File: src/rtl/adc_deser_pkg.sv
// Shared definitions for the multi-lane serial ADC capture engine.
// Frame FSM encodings plus width and lane-slice helpers.
package adc_deser_pkg;

  typedef enum logic [1:0] {
    ST_IDLE  = 2'd0,
    ST_SKIP  = 2'd1,
    ST_SHIFT = 2'd2,
    ST_ACC   = 2'd3
  } state_e;

  function automatic int out_width(input int dw, input int avg_max);
    return dw + avg_max;
  endfunction

  function automatic int lane_lo(input int k, input int ow);
    return k * ow;
  endfunction

endpackage

File: src/rtl/adc_deser_accum_lane.sv
// One SDO lane: MSB-first shift register, sign extension and
// block accumulator with a held output register.
module adc_lane_accum
  import adc_deser_pkg::*;
#(
  parameter int DW = 18,
  parameter int OW = out_width(18, 4)
) (
  input  logic          i_clk,
  input  logic          i_rstn,
  input  logic          i_sdo,
  input  logic          i_shift,
  input  logic          i_acc,
  input  logic          i_last,
  input  logic          i_clr,
  output logic [OW-1:0] o_data
);

  logic [DW-1:0]        r_sr;
  logic signed [OW-1:0] r_acc;
  logic [OW-1:0]        r_data;
  logic signed [OW-1:0] w_sext;
  logic signed [OW-1:0] w_sum;

  assign w_sext = OW'($signed(r_sr));
  assign w_sum  = r_acc + w_sext;
  assign o_data = r_data;

  always_ff @(posedge i_clk) begin
    if (!i_rstn) begin
      r_sr   <= '0;
      r_acc  <= '0;
      r_data <= '0;
    end else begin
      if (i_shift)
        r_sr <= {r_sr[DW-2:0], i_sdo};
      if (i_acc) begin
        if (i_last) begin
          r_data <= w_sum;
          r_acc  <= '0;
        end else begin
          r_acc  <= w_sum;
        end
      end else if (i_clr) begin
        r_acc <= '0;
      end
    end
  end

endmodule

File: src/rtl/adc_deser_accum.sv
// AD4003-family multi-lane serial capture: shared frame FSM,
// start-latency skip, block averaging, frame count and overrun.
module adc_deser_accum
  import adc_deser_pkg::*;
#(
  parameter int ADC_LANES      = 4,
  parameter int ADC_DATA_WIDTH = 18,
  parameter int SKIP_BITS      = 0,
  parameter int AVG_LOG2_MAX   = 4,
  parameter int OUT_WIDTH      = out_width(ADC_DATA_WIDTH, AVG_LOG2_MAX),
  parameter int TCQ            = 1
) (
  input  logic                           adc_read_clk,
  input  logic                           rstn,
  input  logic                           reader_en_sync,
  input  logic                           capture_en,
  input  logic [2:0]                     avg_log2,
  input  logic                           overrun_clr,
  input  logic [ADC_LANES-1:0]           adc_sdo,
  output logic [OUT_WIDTH*ADC_LANES-1:0] adc_data_arr,
  output logic                           adc_data_valid,
  output logic [15:0]                    frame_cnt,
  output logic                           busy,
  output logic                           overrun
);

  if (TCQ < 0) begin : g_bad_tcq
    $error("TCQ must be non-negative");
  end
  if (SKIP_BITS < 0 || SKIP_BITS > 15) begin : g_bad_skip
    $error("SKIP_BITS out of range");
  end
  if (ADC_DATA_WIDTH < 16 || ADC_DATA_WIDTH > 20) begin : g_bad_dw
    $error("ADC_DATA_WIDTH out of range");
  end

  localparam logic [3:0] SKIP_LOAD = 4'(SKIP_BITS - 1);
  localparam logic [4:0] BIT_LAST  = 5'(ADC_DATA_WIDTH - 1);

  state_e     r_state;
  state_e     w_state_nxt;
  logic       w_start;
  logic [3:0] r_skip;
  logic [4:0] r_bit;
  logic [7:0] r_blk;
  logic [2:0] r_avg;
  logic       r_valid;
  logic [15:0] r_frame;
  logic       r_ovr;
  logic [2:0] w_avg_req;
  logic [2:0] w_avg_cur;
  logic [7:0] w_blk_top;
  logic       w_last;
  logic       w_shift;
  logic       w_acc;
  logic       w_clr;

  always_ff @(posedge adc_read_clk) begin
    if (!rstn) r_state <= ST_IDLE;
    else       r_state <= w_state_nxt;
  end

  always_comb begin
    w_state_nxt = r_state;
    w_start     = 1'b0;
    unique case (r_state)
      ST_IDLE: begin
        if (reader_en_sync && capture_en) begin
          w_start     = 1'b1;
          w_state_nxt = (SKIP_BITS == 0) ? ST_SHIFT : ST_SKIP;
        end
      end
      ST_SKIP:
        if (r_skip == 4'd0) w_state_nxt = ST_SHIFT;
      ST_SHIFT:
        if (r_bit == BIT_LAST) w_state_nxt = ST_ACC;
      ST_ACC:
        w_state_nxt = ST_IDLE;
      default:
        w_state_nxt = ST_IDLE;
    endcase
  end

  assign w_shift = (r_state == ST_SHIFT);
  assign w_acc   = (r_state == ST_ACC);
  assign w_clr   = (r_state == ST_IDLE) && !capture_en;

  // Block size follows the input only at the first frame of a block.
  assign w_avg_req = (int'(avg_log2) > AVG_LOG2_MAX) ?
                     3'(AVG_LOG2_MAX) : avg_log2;
  assign w_avg_cur = (r_blk == 8'd0) ? w_avg_req : r_avg;
  assign w_blk_top = 8'((9'd1 << w_avg_cur) - 9'd1);
  assign w_last    = (r_blk == w_blk_top);

  always_ff @(posedge adc_read_clk) begin
    if (!rstn) begin
      r_skip <= '0;
      r_bit  <= '0;
    end else begin
      if (w_start)
        r_skip <= SKIP_LOAD;
      else if (r_state == ST_SKIP)
        r_skip <= r_skip - 4'd1;
      if (w_shift) r_bit <= r_bit + 5'd1;
      else         r_bit <= '0;
    end
  end

  always_ff @(posedge adc_read_clk) begin
    if (!rstn) begin
      r_blk   <= '0;
      r_avg   <= '0;
      r_valid <= 1'b0;
      r_frame <= '0;
      r_ovr   <= 1'b0;
    end else begin
      r_valid <= w_acc && w_last;
      if (w_acc) begin
        if (r_blk == 8'd0) r_avg <= w_avg_req;
        if (w_last) begin
          r_blk   <= '0;
          r_frame <= r_frame + 16'd1;
        end else begin
          r_blk   <= r_blk + 8'd1;
        end
      end else if (w_clr) begin
        r_blk <= '0;
      end
      if (reader_en_sync && r_state != ST_IDLE)
        r_ovr <= 1'b1;
      else if (overrun_clr)
        r_ovr <= 1'b0;
    end
  end

  assign adc_data_valid = r_valid;
  assign frame_cnt      = r_frame;
  assign busy           = (r_state != ST_IDLE);
  assign overrun        = r_ovr;

  for (genvar k = 0; k < ADC_LANES; k++) begin : g_lane
    adc_lane_accum #(
      .DW (ADC_DATA_WIDTH),
      .OW (OUT_WIDTH)
    ) u_lane (
      .i_clk   (adc_read_clk),
      .i_rstn  (rstn),
      .i_sdo   (adc_sdo[k]),
      .i_shift (w_shift),
      .i_acc   (w_acc),
      .i_last  (w_last),
      .i_clr   (w_clr),
      .o_data  (adc_data_arr[lane_lo(k, OUT_WIDTH) +: OUT_WIDTH])
    );
  end

endmodule

File: config.mk
export PLATFORM = sky130hd
export DESIGN_NAME = adc_deser_accum
export DESIGN_NICKNAME = d
export VERILOG_FILES = /design/src/rtl/adc_deser_pkg.sv /design/src/rtl/adc_deser_accum_lane.sv /design/src/rtl/adc_deser_accum.sv
export SDC_FILE = /design/constraint.sdc
export NUM_CORES = 1
export LEC_CHECK = 0
export ABC_AREA = 1
export ABC_CLOCK_PERIOD_IN_PS = 7700
export CAP_MARGIN = 20
export CELL_PAD_IN_SITES_DETAIL_PLACEMENT = 1
export CELL_PAD_IN_SITES_GLOBAL_PLACEMENT = 1
export CORE_ASPECT_RATIO = 0.75
export CORE_MARGIN = 10
export CORE_UTILIZATION = 46
export CTS_CLUSTER_DIAMETER = 30
export DETAILED_ROUTE_END_ITERATION = 8
export MAX_ROUTING_LAYER = met4
export PLACE_DENSITY_LB_ADDON = 0.1
export SLEW_MARGIN = 20
export SYNTH_ARGS = -nofsm -noshare
export SYNTH_HDL_FRONTEND = slang
export SYNTH_SLANG_ARGS = --single-unit
File: constraint.sdc
create_clock -name adc_read_clk -period 7.7 [get_ports adc_read_clk]
set_input_delay 0.77 -clock adc_read_clk [delete_from_list [all_inputs] [get_ports adc_read_clk]]
set_output_delay 0.77 -clock adc_read_clk [all_outputs]
set_load 0.05 [all_outputs]
# Yosys cells after proc, flatten, opt, wreduce, memory -nomap -nowiden
# Index checks and enable logic that the tools add are counted.
# classes
n_addsub,9
magnitude_cmp,1
n_eq_ne,8
shifts,1
mux,24
reduce_logical,15
# op_table
operator,count
22-bit two-way mux,9
22-bit by 18-bit adder with 22-bit output,4
8-bit two-way mux,3
16-bit by 1-bit adder with 16-bit output (second input constant),1
8-bit by 1-bit adder with 8-bit output (second input constant),1
8-bit equality test,1
8-bit logical NOT,1
4-bit two-way mux,2
2-bit one-hot mux with 4 select lines,1
2-bit nonzero test,4
1-bit by 3-bit left shift with 8-bit output (first input constant),1
8-bit by 1-bit subtractor with 8-bit output (second input constant),1
2-bit two-way mux,3
3-bit two-way mux,2
2-bit != test (second input constant),3
5-bit by 1-bit adder with 5-bit output (second input constant),1
5-bit equality test (second input constant),1
2-bit equality test (second input constant),2
1-bit logical AND,4
4-bit logical NOT,1
1-bit two-way mux,4
2-bit AND reduction,2
4-bit by 1-bit subtractor with 4-bit output (second input constant),1
3-bit > comparator (second input constant),1
other kinds (4),4
# word_totals
register_bits,288
input_bits,12

# Logic depth before layout (Yosys ltp)
# Gate-level depths: netlist of run 1.
# logic_depth
word_depth,8
mapped_depth,23
mapped_depth_nobuf,22

# Modules after synthesis
# Synthesis of run 1 repeated with hierarchy kept, for this count alone.
# unflattened
hier_cells,2759
hier_area_um2,17331.6
# by_module_without_submodules
module,instances,cells_per_inst,area_per_inst_um2
adc_lane_accum at g_lane[0].u_lane ...,3,597,3684.8
adc_lane_accum at g_lane[3].u_lane,1,598,3702.3
adc_deser_accum,1,370,2575.0

# Worst setup path after synthesis of run 1
# OpenSTA, ideal clock, no wires.
# synth_path
path_type,input to register
start,input avg_log2[2]
end,register r_frame[11] (netlist: frame_cnt[11])
setup_time_ns,0.128
arrival_ns,2.792
required_time_ns,7.572
slack_ns,4.780
stages,20
n_path_buf,2
cell_sequence,inv_1 nand2_1 nand3b_1 nand2_2 nor2_1 nand3_1 ha_1 xnor2_1 nor2_1 nand2_1 nor2_1 nand2_1 nor2_1 nand3_1 nor2_1 buf_2 buf_4 nand4_1 nand2_1 nor2_1
# synth_via
elab_chain_len,7
# synth_lines
item,line,text
from (decl),adc_deser_accum.sv:17,"input logic [2:0] avg_log2,"
3-bit > comparator,adc_deser_accum.sv:89,assign w_avg_req = (int'(avg_log2) > AVG_LOG2_MAX) ?
3-bit two-way mux (*),adc_deser_accum.sv:89,
3-bit two-way mux (*),-,
1-bit by 3-bit left shift with 8-bit output (*),adc_deser_accum.sv:92,assign w_blk_top = 8'((9'd1 << w_avg_cur) - 9'd1);
8-bit by 1-bit subtractor with 8-bit output (*),adc_deser_accum.sv:92,
8-bit equality test (*),adc_deser_accum.sv:93,assign w_last = (r_blk == w_blk_top);
2-bit AND reduction (no line) (*),-,
to (signal assigned),adc_deser_accum.sv:122,r_frame <= r_frame + 16'd1;
to (decl),adc_deser_accum.sv:48,logic [15:0] r_frame;
# Every way passes the cells marked *; elsewhere a longest branch is shown, timed or not.
# A chain may end at the register's enable or synchronous reset.

# Worst setup path after layout of run 1
# layout_path
start,register r_blk[0]
end,register g_lane[1].u_lane.r_data[2]
# layout_via
elab_chain_len,6
# layout_lines
item,line,text
from (decl),adc_deser_accum.sv:45,logic [7:0] r_blk;
from (signal assigned),adc_deser_accum.sv:124,r_blk <= r_blk + 8'd1;
8-bit logical NOT,adc_deser_accum.sv:91,assign w_avg_cur = (r_blk == 8'd0) ? w_avg_req : r_avg;
3-bit two-way mux,-,
1-bit by 3-bit left shift with 8-bit output,adc_deser_accum.sv:92,
8-bit by 1-bit subtractor with 8-bit output,adc_deser_accum.sv:92,
8-bit equality test (*),adc_deser_accum.sv:93,
2-bit AND reduction (no line) (*),-,
to (signal assigned),adc_deser_accum_lane.sv:39,r_data <= w_sum;
to (decl),adc_deser_accum_lane.sv:21,logic [OW-1:0] r_data;
# Marked as above.

==> impl_metrics.json, run 1 <==
{
  "numCtsBuffers": 57,
  "die_w_um": 235,
  "worstSetupPathType": "flip-flop to flip-flop",
  "initial_utilization": 0.470,
  "p_leak_nw": 9.15,
  "cts_setup_buffers": 0,
  "synth_cells": 2339,
  "yosys.area.top_type": "dfxtp_1",
  "synth_top_area_frac": 0.363,
  "final_util": 0.569,
  "async_flop_share": 0,
  "synth_area_um2": 15900,
  "synth_cell_type_count": 38,
  "ys.flop_type": "dfxtp_1",
  "dieArea_um2": 42500,
  "end_kind": "flip-flop",
  "finalHoldViolCount": 0,
  "grt_start_max_net_pins": 80,
  "grt_pass1_wl_mm": 88.0,
  "finalCritPeriodShare": 0.590,
  "cts-hold-fix-buffers": 0,
  "synth_commonest_cells": "nand2_1, nor2_1, dfxtp_1, inv_1, a21oi_1",
  "busiest_layer": "met2",
  "hold_depth": 2,
  "wire_per_inst_um": 18.3,
  "routed_wl_mm": 53.4,
  "die_h_um": 181,
  "grt_pass1_vias": 16900,
  "synth_warnings": 0,
  "rsz0062_at_grt": "no",
  "dr.pass1.iters": 5,
  "vias": 15900,
  "io_pins": 119,
  "ctsResizeCount": 0,
  "antenna_found_initial": 1,
  "worstPathMaxFanout": 70,
  "fmaxAchievable_ghz": 0.220,
  "rows": 58,
  "clkSlewWorstSetupHoldPaths_ns": 0.05,
  "ir_drop_mv": 0.204,
  "dp_hpwl_mm": 35.5,
  "synth_edf_count": 0,
  "finalMaxSlewViolations": 0,
  "drt-initial-drc-count": 976,
  "synth_area_leaders": "dfxtp_1, nand2_1, nor2_1",
  "dpl_worst_slack_ns": 2.21,
  "hold_path.class": "flip-flop to flip-flop",
  "grt-ovfl-total": 0,
  "viasPerCell": 5.45,
  "status": "finished clean",
  "drive_gt1_frac": 0.0583,
  "met2_usage": 0.417,
  "ant_nets": 0,
  "cap_violations": 0,
  "crit_arrival_ns": 5.05,
  "fin_crit_ns": 4.54,
  "grt_usage": 0.250,
  "cts_sinks": 288,
  "worst-endpoint-required_ns": 8.21,
  "coreArea_um2": 33800,
  "r2r_cells": 21,
  "cts-root-buf": "clkbuf_16",
  "relSlewSlack": 0.350,
  "cts_buffer_depth": 3,
  "use_met3": 0.0415,
  "syn2layout_area_growth_pct": 21.1,
  "cts_tree": "done",
  "ys_seq_area_frac": 0.363,
  "cp-start-kind": "flip-flop",
  "setup_viol": 0,
  "grt.met1_usage": 0.303,
  "drc_errors": 0,
  "final.setup.tns_ns": 0,
  "syn_area_per_cell_um2": 6.80,
  "tightestPinTransition_ns": 0.975,
  "clk_latency_ns": 0.59,
  "synth_seq_cells": 288,
  "portBuffers": 118,
  "cts.htree.levels": 2,
  "skew_ns": 0.0304,
  "gp_congestion": 0.937,
  "yosysMostFrequentCell": "nand2_1",
  "syn_nets": 2446,
  "finalWorstSetupSlack_ns": 3.16,
  "powerDensity_nw_per_um2": 225,
  "finalNetCount": 2532
}
==> power breakdown <==
part,internal (mW),switching (mW),leakage (nW),total [mW]
Combinational,0.0772,0.184,5.88,0.261
Sequential,1.52,0.0297,2.33,1.55
Clock,1.65,0.868,0.938,2.52
Total,3.26,1.08,9.15,4.34
==> sequential cells by signal, indices dropped and copies added, names as in the netlist <==
name / cells
adc_data_valid: 1
frame_cnt: 16
g_lane.u_lane.o_data: 88
g_lane.u_lane.r_acc: 88
g_lane.u_lane.r_sr: 72
overrun: 1
r_avg: 3
r_bit: 5
r_blk: 8
r_skip: 4
r_state: 2
==> per-layer routing <==
metal | part of all wire | wire length, um | vias up
li1 | - | - | 7766
met3 | 0.042 | 2250 | 88
met1 | 0.46 | 24600 | 7781
met2 | 0.47 | 25200 | 303
met4 | 0.025 | 1350 | 0
met5 | 0 | 0 | -
==> cell usage in the layout (no fill, tap or decap), types with 4 or more instances in the layout <==
cell | Yosys | routed
a211oi_1 | 5 | 5
a21boi_0 | 5 | 5
a21o_1 | 14 | 14
a21oi_1 | 189 | 188
a31oi_1 | 5 | 5
buf_4 | 5 | 11
bufinv_16 | 0 | 7
clkbuf_1 | 58 | 8
clkbuf_16 | 0 | 58
clkbuf_8 | 0 | 4
clkdlybuf4s50_1 | 0 | 117
clkinv_2 | 0 | 7
clkinv_4 | 0 | 9
clkinvlp_4 | 0 | 8
dfxtp_1 | 288 | 288
fa_1 | 4 | 4
ha_1 | 91 | 91
inv_1 | 201 | 200
inv_2 | 8 | 7
nand2_1 | 509 | 508
nand2_2 | 8 | 7
nand2_4 | 2 | 4
nand3_1 | 170 | 170
nand3b_1 | 4 | 4
nand4_1 | 40 | 40
nor2_1 | 410 | 408
nor2_2 | 5 | 5
nor3_1 | 18 | 18
o21a_1 | 4 | 4
o21ai_0 | 146 | 146
o21bai_1 | 8 | 8
xnor2_1 | 31 | 31
xor2_1 | 55 | 55
==> final cells by class <==
class / count / area, um^2
diodes: 1 / 2.50
repair buffers: 128 / 1250
flip-flops and latches: 288 / 5770
multi-input cells: 1741 / 8910
clock inverters: 35 / 427
fillers: 4406 / 14600
clock buffers: 70 / 1540
well taps: 450 / 563
inverters: 209 / 790
==> cells by family after synthesis <==
family	after synthesis	share of synthesized area
adders and majority gates	95	0.0767
and+or+nand+nor	1178	0.306
DFF	288	0.363
xor gates and xnor gates	86	0.0474
AOI/OAI and AO/OA	382	0.127
buffers and inverters	310	0.0799
==> critical path, cell delays in order (launching register included) <==
cell and delay [ns]:
dfxtp_1 0.35, inv_1 0.18, ha_1 0.20, nand2_1 0.07
nor2_2 0.18, nand2_4 0.09, nand2_1 0.09, nand2_2 0.13
nor2_1 0.16, nand3_1 0.09, ha_1 0.29, xnor2_1 0.13
nor2_1 0.13, nand3_1 0.09, nor2_1 0.15, nand3_1 0.10
nor2_2 0.23, nand3_4 0.72, buf_4 0.66, nand2_1 0.15
o21ai_0 0.10, nor2_1 0.13
==> metrics by stage <==
| stage | hold WS, ns | cell area [um^2] | std cells | power (mW) |
|---|---|---|---|---|
| after global placement | 0.446 | 17300 | 2816 | 1.83 |
| after global routing | 0.484 | 19200 | 2922 | 4.48 |
| final | 0.465 | 19200 | 2922 | 4.34 |
| after CTS | 0.468 | 19200 | 2921 | 4.37 |
| after detailed placement | 0.462 | 17300 | 2816 | 1.84 |
| after floorplan | 0.434 | 15900 | 2339 | 1.75 |
==> worst paths after layout <==
| check | from | endpoint | slack [ns] |
|---|---|---|---|
| max | r_blk[0]$_SDFFE_PN0P_ | g_lane[1].u_lane.o_data[2]$_SDFFE_PN0P_ | 3.16 |
| min | overrun$_SDFFE_PN0P_ | overrun$_SDFFE_PN0P_ | 0.47 |
| max reg2reg | r_blk[0]$_SDFFE_PN0P_ | g_lane[1].u_lane.o_data[2]$_SDFFE_PN0P_ | 3.16 |
| min reg2reg | overrun$_SDFFE_PN0P_ | overrun$_SDFFE_PN0P_ | 0.47 |
Note: power is estimated with default switching activity, not from simulation.
==> inputs of run 2 (changes only) <==
- ABC_CLOCK_PERIOD_IN_PS: 7700 -> 4300
- CORE_UTILIZATION: 46 -> 43
- clock period: 7.7 -> 4.3 ns (I/O delays scaled with it)
==> run 2 against run 1 <==
Maximum frequency is 24% higher. Power up 84%. Critical path type unchanged. Non-clock buffer count increased by 6. Combinational power is 78% higher. Utilization decreased by 3.0 points.
==> impl_metrics.json, run 2 (synthesized netlist as in run 1, its figures left out) <==
{
  "cp_slowest_cell": "buf_4",
  "rows": 60,
  "grt-ovfl-total": 0,
  "finalCritPeriodShare": 0.850,
  "drc_errors": 0,
  "cts-hold-fix-buffers": 0,
  "vias": 15900,
  "path_cells": "inv_1 > ha_1 > nand2_1 > nor2_2 > nand2_4 > nand2_2 > nand2_2 > nor2_1 > nand3_1 > ha_1 > xnor2_1 > nor2_1 > nand3_1 > nor2_1 > nand3_1 > nor2_2 > nand2_4 > buf_4 > nand3_1 > a21oi_1",
  "setup_viol": 0,
  "cts_tree": "done",
  "p_leak_nw": 9.23,
  "initial_utilization": 0.439,
  "relSlewSlack": 0.321,
  "dr_wl_met3_mm": 2.18,
  "reg2reg_setup_slack_ns": 0.64,
  "ctsResizeCount": 0,
  "grt_pass1_vias": 16700,
  "worstPathMaxFanout": 36,
  "syn2layout_area_growth_pct": 22.7,
  "powerDensity_nw_per_um2": 410,
  "layout_common_cells": "nand2_1, nor2_1, dfxtp_1",
  "dieArea_um2": 45100,
  "fin_crit_ns": 3.66,
  "met2WireLength_mm": 24.1,
  "finalHoldViolCount": 0,
  "fillCellCount": 4657,
  "cts_buffer_depth": 3,
  "final_cell_count_no_fill": 2982,
  "r2r_cells": 20,
  "status": "finished clean",
  "grt_usage": 0.229,
  "grt_start_max_net_pins": 156,
  "clk_latency_ns": 0.59,
  "dr.pass1.iters": 5,
  "grt_pass1_wl_mm": 85.6,
  "portBuffers": 118,
  "slowest_delay_ns": 0.39,
  "io_pins": 119,
  "highest_layer": "met4",
  "tightestPinTransition_ns": 1.02,
  "path_delay_family": "simple AND/OR/NAND/NOR gates",
  "finalMaxSlewViolations": 0,
  "crit_buf_inv": 2,
  "wire_per_inst_um": 17.4,
  "die_h_um": 187,
  "clkSlewWorstSetupHoldPaths_ns": 0.05,
  "drt-initial-drc-count": 774,
  "routed_wl_mm": 51.9,
  "layout_commonest_cell": "nand2_1",
  "wl_met1_mm": 24.6,
  "cts-root-buf": "clkbuf_16",
  "dp_cells": 2868,
  "worstSetupPathType": "flip-flop to flip-flop",
  "antennaDiodeCount": 0,
  "coreArea_um2": 36200,
  "ir_drop_mv": 0.324,
  "end_kind": "flip-flop",
  "cts_setup_buffers": 0,
  "report.power.total_mw": 7.99,
  "finalNetCount": 2542,
  "cap_violations": 0,
  "final.setup.tns_ns": 0,
  "rsz0062_at_grt": "no",
  "gp_congestion": 0.903,
  "cts_sinks": 288,
  "crit_arrival_ns": 4.07,
  "worst-endpoint-required_ns": 4.71,
  "ant_nets": 0,
  "numCtsBuffers": 61,
  "hold_path.class": "primary input to flip-flop",
  "die_w_um": 242,
  "skew_ns": 0.0237,
  "cp-start-kind": "flip-flop",
  "path_depth": 20,
  "hold_depth": 4,
  "fmaxAchievable_ghz": 0.273,
  "viasPerCell": 5.34,
  "cts.htree.levels": 2,
  "dp_hpwl_mm": 35.0,
  "crit_top_cell": "nand3_1",
  "drive_gt1_frac": 0.0648,
  "antenna_found_initial": 0
}
[run 2: changes by cell type in the layout (fill, tap and decap cells not counted), sizes merged]
cell	before	now
bufinv	7	6
clkinvlp	8	13
clkinv	17	15
inv	212	213
clkbuf	70	76
diode	1	0
buf	11	17
[run 2: tightest hold or removal path, delay by kind of cell]
family,cells,cell delay (ns)
buf+inv,2,0.37
simple gates,2,0.18
[run 2: power breakdown]
group	switching (mW)	internal, mW
combinational	0.324	0.141
clock	1.61	3.13
sequential	0.0532	2.73
total	1.99	6.01
[run 2: final cells by class]
class	instances	area, um^2	area share
Sequential cell	288	5770	0.296
Clock buffer	76	1680	0.0863
Timing Repair Buffer	134	1320	0.0679
Tap cell	496	621	0.0318
Clock inverter	38	422	0.0216
Multi-Input combinational cell	1741	8900	0.456
Inverter	209	792	0.0406
[run 2: worst paths after layout]
path | from | end
setup / recovery | r_blk[0]$_SDFFE_PN0P_ | g_lane[3].u_lane.r_acc[19]$_SDFFE_PN0P_
hold / removal | rstn | g_lane[3].u_lane.o_data[20]$_SDFFE_PN0P_
setup reg to reg | r_blk[0]$_SDFFE_PN0P_ | g_lane[3].u_lane.r_acc[19]$_SDFFE_PN0P_
hold reg to reg | g_lane[0].u_lane.r_acc[5]$_SDFFE_PN0P_ | g_lane[0].u_lane.r_acc[5]$_SDFFE_PN0P_
[run 2: metrics by stage]
stage | area, um^2 | utilization | hold WS [ns] | setup WS [ns]
finish | 19500 | 0.539 | 0.443 | 0.643
floorplan | 15900 | - | 0.434 | 1.40
global route | 19500 | 0.539 | 0.466 | 0.246
detailed placement | 17400 | 0.481 | 0.463 | 0.522
CTS | 19500 | 0.539 | 0.433 | 0.650
global placement | 17400 | 0.481 | 0.453 | 0.603
[run 2: metal layers]
| layer | GRT usage | vias up |
|---|---|---|
| li1 | - | 7795 |
| met1 | 0.287 | 7787 |
| met2 | 0.376 | 261 |
| met3 | 0.0399 | 79 |
| met4 | 0.0577 | 0 |
| met5 | - | - |
==> inputs of run 3 (changes only) <==
- SLEW_MARGIN: 20 -> not set
==> run 3 against run 2 <==
Clock-buffer cell count unchanged. Critical path depth stayed put. Via count about the same. Clock skew is 0.00094 ns higher. Sequential cell count stayed put. Sequential power is essentially flat. Critical path type unchanged. Highest routed layer unchanged.
==> impl_metrics.json, run 3 (synthesized netlist as in run 1, its figures left out) <==
{
  "dp_hpwl_mm": 35.0,
  "antenna_found_initial": 0,
  "rsz0062_at_grt": "no",
  "worstSetupPathType": "flip-flop to flip-flop",
  "cts_buffer_depth": 3,
  "ir_drop_mv": 0.324,
  "clk_latency_ns": 0.59,
  "finalNetCount": 2543,
  "cap_violations": 0,
  "grt_start_max_net_pins": 156,
  "status": "finished clean",
  "cts_setup_buffers": 0,
  "grt_pass1_vias": 16700,
  "tightestPinTransition_ns": 1.05,
  "holdWs_ns": 0.196,
  "cts-root-buf": "clkbuf_16",
  "drc_errors": 0,
  "fin_crit_ns": 3.62,
  "final.setup.tns_ns": 0,
  "relSlewSlack": 0.301,
  "die_w_um": 242,
  "hold_path.class": "primary input to flip-flop",
  "grt_pass1_wl_mm": 85.6,
  "finalHoldViolCount": 0,
  "io_pins": 119,
  "gp_congestion": 0.903,
  "finalCritPeriodShare": 0.842,
  "coreArea_um2": 36200,
  "layout_commonest_cell": "nand2_1",
  "crit_arrival_ns": 4.07,
  "numCtsBuffers": 61,
  "setup_viol": 0,
  "end_kind": "flip-flop",
  "clkSlewWorstSetupHoldPaths_ns": 0.05,
  "wire_per_inst_um": 17.4,
  "multi_input_area_um2": 8900,
  "rows": 60,
  "cts-hold-fix-buffers": 0,
  "grt-ovfl-total": 0,
  "syn2layout_area_growth_pct": 22.9,
  "worst-endpoint-required_ns": 4.75,
  "seq_area_um2": 5770,
  "finalWorstSetupSlack_ns": 0.681,
  "cts_tree": "done",
  "p_leak_nw": 9.24,
  "layout_common_cells": "nand2_1, nor2_1, dfxtp_1",
  "ctsResizeCount": 0,
  "cp-start-kind": "flip-flop",
  "cts_sinks": 288,
  "fillCellCount": 4659,
  "powerDensity_nw_per_um2": 410,
  "viasPerCell": 5.34,
  "fmaxAchievable_ghz": 0.276,
  "initial_utilization": 0.439,
  "finalMaxSlewViolations": 0,
  "skew_ns": 0.0246,
  "dieArea_um2": 45100,
  "dpl_worst_slack_ns": 0.522,
  "ant_nets": 0,
  "antennaDiodeCount": 0,
  "vias": 15900,
  "worstPathMaxFanout": 36,
  "drive_gt1_frac": 0.0651,
  "routed_wl_mm": 51.9,
  "cts.htree.levels": 2,
  "drt-initial-drc-count": 790,
  "dr.pass1.iters": 5,
  "die_h_um": 187,
  "portBuffers": 118,
  "grt_usage": 0.229
}
## run 3: changes by cell type in the layout (fill, tap and decap cells not counted), sizes merged
cell and change:
buf +1
## run 3: final timing paths
kind | cells after the start | end | startpoint | slack, ns
worst max-delay path | 20 | g_lane[3].u_lane.r_acc[17]$_SDFFE_PN0P_ | r_blk[0]$_SDFFE_PN0P_ | 0.68
worst min register to register | 2 | g_lane[0].u_lane.r_acc[5]$_SDFFE_PN0P_ | g_lane[0].u_lane.r_acc[5]$_SDFFE_PN0P_ | 0.47
worst min-delay path | 3 | g_lane[1].u_lane.r_acc[20]$_SDFFE_PN0P_ | rstn | 0.20
worst max register to register | 20 | g_lane[3].u_lane.r_acc[17]$_SDFFE_PN0P_ | r_blk[0]$_SDFFE_PN0P_ | 0.68
## run 3: routing by layer
layer  GRT usage  part of all wire  vias up
met4      0.0577             0.019        0
met5           -                 0        -
met2       0.376              0.46      253
li1            -                 -     7795
met3      0.0399             0.041       79
met1       0.287              0.48     7797
## run 3: critical path: stages (launching register included)
cell and delay, ns:
dfxtp_1 0.33, inv_1 0.17, ha_1 0.20, nand2_1 0.07, nor2_2 0.17, nand2_4 0.09
nand2_2 0.08, nand2_2 0.11, nor2_1 0.16, nand3_1 0.09, ha_1 0.29, xnor2_1 0.13
nor2_1 0.12, nand3_1 0.09, nor2_1 0.11, nand3_1 0.09, nor2_2 0.22, nand2_4 0.33
buf_4 0.39, nand3_1 0.14, a21oi_1 0.08
## run 3: per-stage QoR
stage                     instance area, um^2  instances   util  total power, mW
after floorplan                         15900       2339      -             3.14
after detailed placement                17400       2868  0.481             3.29
after global routing                    19500       2983  0.540             8.28
final                                   19500       2983  0.540             8.00
after CTS                               19500       2982  0.539             8.07
after global placement                  17400       2868  0.481             3.28
## run 3: cell type report
cell class	instances	area share
multi-input combinational	1741	0.456
sequential	288	0.295
clock buffer	76	0.0862
timing repair buffer	135	0.0692
inverter	209	0.0404
tap	496	0.0318
clock inverter	38	0.0216
## run 3: power by group
part | switching, mW | internal, mW | total [mW]
Clock | 1.61 | 3.13 | 4.75
Sequential | 0.0529 | 2.73 | 2.78
Combinational | 0.324 | 0.143 | 0.467
Total | 1.99 | 6.01 | 8.00
